`config.mk`:
```
export PLATFORM = sky130hd
export DESIGN_NAME = jtd_sensor_front
export DESIGN_NICKNAME = d
export VERILOG_FILES = /design/src/rtl/jtd_sensor_front.sv
export SDC_FILE = /design/constraint.sdc
export NUM_CORES = 1
export LEC_CHECK = 0
export CAP_MARGIN = 10
export CORE_MARGIN = 8
export CORE_UTILIZATION = 44
export CTS_CLUSTER_DIAMETER = 30
export DETAILED_ROUTE_END_ITERATION = 8
export PLACE_DENSITY = 0.72
export SYNTH_ARGS = -nofsm -noshare
export SYNTH_HDL_FRONTEND = slang
export SYNTH_HIERARCHICAL = 1
export SYNTH_SLANG_ARGS = --single-unit
```
`constraint.sdc`:
```
create_clock -name clk -period 1.35 [get_ports clk]
set_input_delay 0.135 -clock clk [delete_from_list [all_inputs] [get_ports clk]]
set_output_delay 0.135 -clock clk [all_outputs]
set_load 0.01 [all_outputs]
```
`src/rtl/jtd_sensor_front.sv`:
```
// Sensor front end: sync + debounce of two loop detectors and an emergency key,
// request latches with ack, emergency FSM. Macro JTD_VEH_CNT_EN builds vehicle counters.

module jtd_db_chan #(
  parameter int DB_CYCLES = 4
) (
  input  logic clk,
  input  logic rst,
  input  logic raw,
  output logic filt,
  output logic rise
);
  localparam int DW = $clog2(DB_CYCLES);
  localparam logic [DW-1:0] DB_LAST = DW'(DB_CYCLES - 1);

  logic [1:0]    sync;
  logic [DW-1:0] dbc;
  logic          filt_prev;

  always_ff @(posedge clk or negedge rst) begin
    if (!rst) begin
      sync      <= '0;
      dbc       <= '0;
      filt      <= 1'b0;
      filt_prev <= 1'b0;
    end else begin
      sync      <= {sync[0], raw};
      filt_prev <= filt;
      if (sync[1] != filt) begin
        if (dbc == DB_LAST) begin
          filt <= ~filt;
          dbc  <= '0;
        end else begin
          dbc  <= dbc + DW'(1);
        end
      end else begin
        dbc <= '0;
      end
    end
  end

  assign rise = filt & ~filt_prev;
endmodule

module jtd_sensor_front #(
  parameter int DB_CYCLES   = 4,
  parameter int HOLD_CYCLES = 8,
  parameter int CNT_W       = 8
) (
  input  logic             clk,
  input  logic             rst,
  input  logic             det1_raw,
  input  logic             det2_raw,
  input  logic             emg_raw,
  input  logic             ack1,
  input  logic             ack2,
  output logic             sen1,
  output logic             sen2,
  output logic             ys,
  output logic [CNT_W-1:0] veh_cnt1,
  output logic [CNT_W-1:0] veh_cnt2
);
  localparam int NUM_CH = 3;
  localparam int NUM_RD = 2;
  localparam int HW     = $clog2(HOLD_CYCLES + 1);
  localparam logic [HW-1:0] HOLD_LAST = HW'(HOLD_CYCLES - 1);

  typedef enum logic {IDLE, ACTIVE} emg_state_t;

  // channel 0/1 are roads, channel 2 is the emergency key
  logic [NUM_CH-1:0] raw_vec, filt, rise;
  logic [NUM_RD-1:0] ack, req, req_nxt;
  emg_state_t        state, state_nxt;
  logic [HW-1:0]     hold, hold_nxt;
  logic              emg_nxt;
  logic              unused_filt;

  assign raw_vec     = {emg_raw, det2_raw, det1_raw};
  assign ack         = {ack2, ack1};
  assign unused_filt = &{1'b0, filt[NUM_RD-1:0]};

  genvar g;
  generate
    for (g = 0; g < NUM_CH; g++) begin : g_ch
      jtd_db_chan #(.DB_CYCLES(DB_CYCLES)) u_chan (
        .clk  (clk),
        .rst  (rst),
        .raw  (raw_vec[g]),
        .filt (filt[g]),
        .rise (rise[g])
      );
    end
  endgenerate

  // set beats ack on collision
  always_comb begin
    for (int i = 0; i < NUM_RD; i++)
      req_nxt[i] = rise[i] | (req[i] & ~ack[i]);
  end

  always_comb begin
    state_nxt = state;
    hold_nxt  = hold;
    case (state)
      IDLE: begin
        if (rise[2]) begin
          state_nxt = ACTIVE;
          hold_nxt  = HOLD_LAST;
        end
      end
      ACTIVE: begin
        if (rise[2])
          hold_nxt = HOLD_LAST;
        else if (hold != '0)
          hold_nxt = hold - HW'(1);
        if (hold == '0 && !filt[2])
          state_nxt = IDLE;
      end
      default: state_nxt = IDLE;
    endcase
  end

  assign emg_nxt = (state_nxt == ACTIVE);

  // outputs registered from next-state so ack/rise show on the same edge
  always_ff @(posedge clk or negedge rst) begin
    if (!rst) begin
      state <= IDLE;
      hold  <= '0;
      req   <= '0;
      sen1  <= 1'b1;
      sen2  <= 1'b1;
      ys    <= 1'b0;
    end else begin
      state <= state_nxt;
      hold  <= hold_nxt;
      req   <= req_nxt;
      sen1  <= ~(req_nxt[0] | emg_nxt);
      sen2  <= ~(req_nxt[1] | emg_nxt);
      ys    <= emg_nxt;
    end
  end

`ifdef JTD_VEH_CNT_EN
  logic [NUM_RD-1:0][CNT_W-1:0] cnt;

  always_ff @(posedge clk or negedge rst) begin
    if (!rst) begin
      cnt <= '0;
    end else begin
      for (int i = 0; i < NUM_RD; i++)
        if (rise[i] && cnt[i] != '1)
          cnt[i] <= cnt[i] + CNT_W'(1);
    end
  end

  assign veh_cnt1 = cnt[0];
  assign veh_cnt2 = cnt[1];
`else
  assign veh_cnt1 = '0;
  assign veh_cnt2 = '0;
`endif
endmodule

```
* Word level (Yosys, flattened, before mapping)
Index checks and enable logic that the tools add are counted.
Storage, ports and cells: flip-flop bits (word level) 27, logic and storage cells 70, output and inout bits 19
Operators by class: equality and inequality tests 8, multiplexer cells 13, bitwise logic cells 20, add/subtract/negate cells 4, reductions and logical operators 8
Operator list (number):
- two-way mux 2 bit | 6
- two-way mux 4 bit | 3
- inverter 1 bit | 11
- one-hot mux 4 bit (2 select lines) | 1
- AND reduction 2 bit | 4
- adder 2 x 1 -> 2 bit, second input constant | 3
- equality test 2 bit, second input constant | 3
- AND 1 bit | 5
- logical NOT 4 bit | 1
- OR 1 bit | 4
- nonzero test 4 bit | 1
- subtractor 4 x 1 -> 4 bit, second input constant | 1
- != test 1 bit | 3
- != test 3 x 1 -> 1 bit, second input constant | 1
- two-way mux 1 bit | 2
- != test 2 x 1 -> 1 bit, second input constant | 1
- one-hot mux 1 bit (2 select lines) | 1
- logical AND 1 bit | 1
- logical NOT 1 bit | 1

* Longest topological paths before layout
word-level depth 6, depth in mapped cells 5, depth with buffers taken out 5

* Cells and area by module
The synthesis kept the hierarchy.
Modules (own cells, without submodules):
- jtd_db_chan | instances 3, cells an instance 12, area an instance 205.2 sq um
- jtd_sensor_front | instances 1, cells an instance 55, area an instance 540.5 sq um

* Least setup slack after synthesis
No wires, ideal clock.
path type reg-to-reg, from reg hold[0], to reg hold[0], path buffers 0, arrival 1.301 ns, stages on the path, launching flop included 6, setup time 0.078 ns, data required time 1.272 ns, slack -0.029 ns, cell sequence dfrtp_1 > inv_1 > ha_1 > or3b_4 > and3_1 > o21bai_1
On the way: longest elaborated chain between the ends 4, elaborated cells on any way between the ends 7
RTL lines:
- start, declared | RTL line 74 | logic [HW-1:0] hold, hold_nxt;
- start signal, assigned | RTL line 136 | hold <= hold_nxt;
- subtractor 4 x 1 -> 4 bit | RTL line 115 | hold_nxt = hold - HW'(1);
- two-way mux 4 bit | RTL line 114 | else if (hold != '0)
- two-way mux 4 bit | RTL line 112 | if (rise[2])
- one-hot mux 4 bit (2 select lines) | RTL line 104 | case (state)
Several ways; a longest one is shown, not always the timed one. The select of a mux whose other input is x is not followed. A chain may end at the register's enable or synchronous reset.

* Final worst setup path
from reg hold[0], to reg hold[1]
The elaborated chain is that of the path after synthesis.

==> qor.yml <==
run_status:
  status: "complete, but fails checks"
  failed_checks: "setup timing"
floorplanning:
  dieHeight_microns: 67.3
  dieWidth_microns: 67.3
  initial_core_util_pct: 46.7
  die_area_sq_mm: 0.00452
  io_pins: 26
  core_area_sq_mm: 0.00248
  num_rows: 18
logic_synthesis:
  ys_seq_area_share_pct: 58.7
  yosysUniqueCellTypes: 23
  yosysWarnings: 6
  synth_compound_area_share_pct: 5.41
  syn_inst: 91
  synth_area_sq_mm: 0.00116
  synth-xor-area-share_pct: 2.27
  synth_area_per_cell_sq_um: 12.7
  synth_top_family_by_area: "buffers and inverters"
  synth-simple-area-share_pct: 11.8
  synth_mux_area_share_pct: 3.79
  synth-seq-cells: 27
  synthAdderAreaFrac_pct: 5.41
routing:
  routed_via_density: 4.46
  wl_per_cell_microns: 12.5
  drt-total-wl_microns: 1760
  drtIter0Drc: 2
  ant_nets: 0
  drtPass1Iterations: 3
  drc_errors: 0
  dr_total_vias: 629
pwr:
  swShare_pct: 32.7
  p_int_mw: 1.84
  p_per_area_mw_per_mm2: 2030
  pwr-share-seq_pct: 47.9
  p_leak_nw: 0.643
  power_frac_comb_pct: 40.1
  p_clk_share_pct: 12.0
  irDropWorstVdd_mv: 1.19
  power_switching_uw: 891
worst_setup_path:
  rr_endpoint: "hold[1]$_DFFE_PN0P_"
  reg2reg_slack_ns: -0.09
  end_kind: "register"
  timing.rr.start: "hold[0]$_DFFE_PN0P_"
  worst-path-max-fanout: 5
  worstPathArrival_ns: 1.69
  crit_type: "register to register"
  worstRegToRegCells: 5
  crit_path_start_kind: "register"
  required_ns: 1.60
clocking:
  clk_pin_slew_ns: 0.12
  postCtsHoldBufs: 0
  cts_tree: "yes"
  clock_sinks: 27
  clk_latency_ns: 0.31
  cts_buffer_depth: 2
  cts_root_buffer: "clkbuf_4"
  htree_levels: 1
  numCtsBuffers: 3
timing:
  period_share_pct: 106
  setup_slack_ns: -0.0870
  finalHoldViolCount: 0
  rsz0062_at_grt: "true"
  finalCriticalPeriod_ns: 1.44
  finalMaxSlewViolations: 0
  final.setup_skew_ns: 0.00113
  setup_viol: 4
  fmax_mhz: 696
  hold_slack_ns: 0.161
cells_and_area:
  multi_input_area_sq_um: 435
  final_common_cell: "dfrtp_1"
  final_cell_mix: "25 x dfrtp_1, 16 x conb_1, 8 x buf_4"
  fin_nets: 124
  drive_above_1_share_pct: 22.5
  area_delta_synth_final_pct: 16.5
  antenna_cells: 0
  seqCellArea_sq_um: 678
  fillers: 210
grt:
  antenna_found_initial: 0
  grt_max_degree: 28
  grt_pass1_vias: 665
  grtUsageTotal_pct: 8.63
  grt_pass1_wl_microns: 2900
  grt-ovfl-total: 0
placement:
  hpwl_microns: 1320
  pre_cts_ws_ns: -0.103
  io_buffers: 9
  gp_congestion: 0.751
hold_path:
  min_path_type: "input pin to asynchronous set/reset pin"
flow_run:
  maxCapViolCount: 0
per-layer routing:
layer / share of wire, % / GRT usage (%) / up-vias
met5: 0 / 0 / -
met1: 37 / 8.43 / 300
li1: - / - / 305
met3: 7.3 / 1.99 / 5
met4: 2.7 / 6.27 / 0
met2: 53 / 15.7 / 19
cell usage after synthesis:
master    number  share of area (%)
dfrtp_1       25                 54
buf_4         16                 10
nor2b_1        8                4.3
inv_1          6                1.9
ha_1           5                5.4
a21oi_1        4                1.7
mux2_1         3                2.9
nor3_2         3                2.6
xnor2_1        3                2.3
and3_1         2                1.1
dfstp_2        2                4.5
nor2_1         2               0.65
o21bai_1       2                1.3
a21o_1         1               0.65
and2_1         1               0.54
conb_1         1               0.32
mux2i_1        1               0.87
nand2_1        1               0.32
nand2b_1       1               0.54
nor4b_1        1               0.76
o22ai_2        1                1.1
o31ai_1        1               0.65
or3b_4         1               0.97
how the worst max path moves through the flow:
stage                              startpoint             endpoint  slack (ns)  cells after the start
final                     hold[0]$_DFFE_PN0P_  hold[1]$_DFFE_PN0P_       -0.09                      5
after global routing      hold[0]$_DFFE_PN0P_  hold[0]$_DFFE_PN0P_       -0.15                      5
after CTS                 hold[0]$_DFFE_PN0P_  hold[1]$_DFFE_PN0P_       -0.06                      5
after detailed placement  hold[0]$_DFFE_PN0P_       sen1$_DFF_PN1_       -0.10                      5
after global placement    hold[0]$_DFFE_PN0P_       sen1$_DFF_PN1_       -0.08                      5
after floorplan           hold[0]$_DFFE_PN0P_  hold[0]$_DFFE_PN0P_      -0.003                      5
repair_timing:
action / in CTS / in global routing
setup endpoints to repair: 8 / 6
buffers inserted: 1 / 1
pin swaps: 2 / 4
gates resized for setup: 11 / 1
final cells by class:
class,count,area share [%]
multi-input combinational,57,32.3
clock buffer,4,1.95
tap,30,2.79
sequential,27,50.4
inverter,6,1.67
timing repair buffer,17,10.9
critical path, stage by stage, from the launching register on:
cell      delay, ns
dfrtp_1        0.42
inv_2          0.09
ha_4           0.13
or3b_4         0.41
and3_4         0.20
o21bai_1       0.13
cells by family after synthesis:
| group | after synthesis |
|---|---|
| other | 1 |
| AND/OR/NAND/NOR | 20 |
| buffers and inverters | 22 |
| multiplexers | 4 |
| flip-flops | 27 |
| AO/OA/AOI/OAI | 9 |
| XOR/XNOR | 3 |
| adder cells (fa/ha/maj) | 5 |
through the flow:
stage / util, % / setup TNS (ns) / cells / area [sq um] / power [mW]
2_1_floorplan: - / -0.00657 / 106 / 1210 / 1.91
3_3_place_gp: 51.2 / -0.171 / 135 / 1270 / 2.20
3_5_place_dp: 51.2 / -0.294 / 135 / 1270 / 2.26
4_1_cts: 53.8 / -0.166 / 140 / 1330 / 2.72
5_1_grt: 54.3 / -0.502 / 141 / 1350 / 2.94
6_report: 54.3 / -0.216 / 141 / 1350 / 2.73
state kept, by name, summed over array words and instances (netlist names):
| name | flops |
|---|---|
| state | 1 |
| g_ch.u_chan/dbc | 6 |
| g_ch.u_chan/filt_prev | 3 |
| req | 2 |
| g_ch.u_chan/filt | 3 |
| sen1 | 1 |
| g_ch.u_chan/sync | 6 |
| sen2 | 1 |
| hold | 4 |
power groups by stage:
stage               clock (mW)  sequential [mW]  combinational (mW)
finish                   0.327             1.31                1.09
detailed placement           0             1.33               0.937
CTS                      0.338             1.31                1.07
global route             0.374             1.34                1.22
global placement             0             1.30               0.897
floorplan                    0             1.31               0.594
Note: power is estimated with default switching activity, not from simulation.
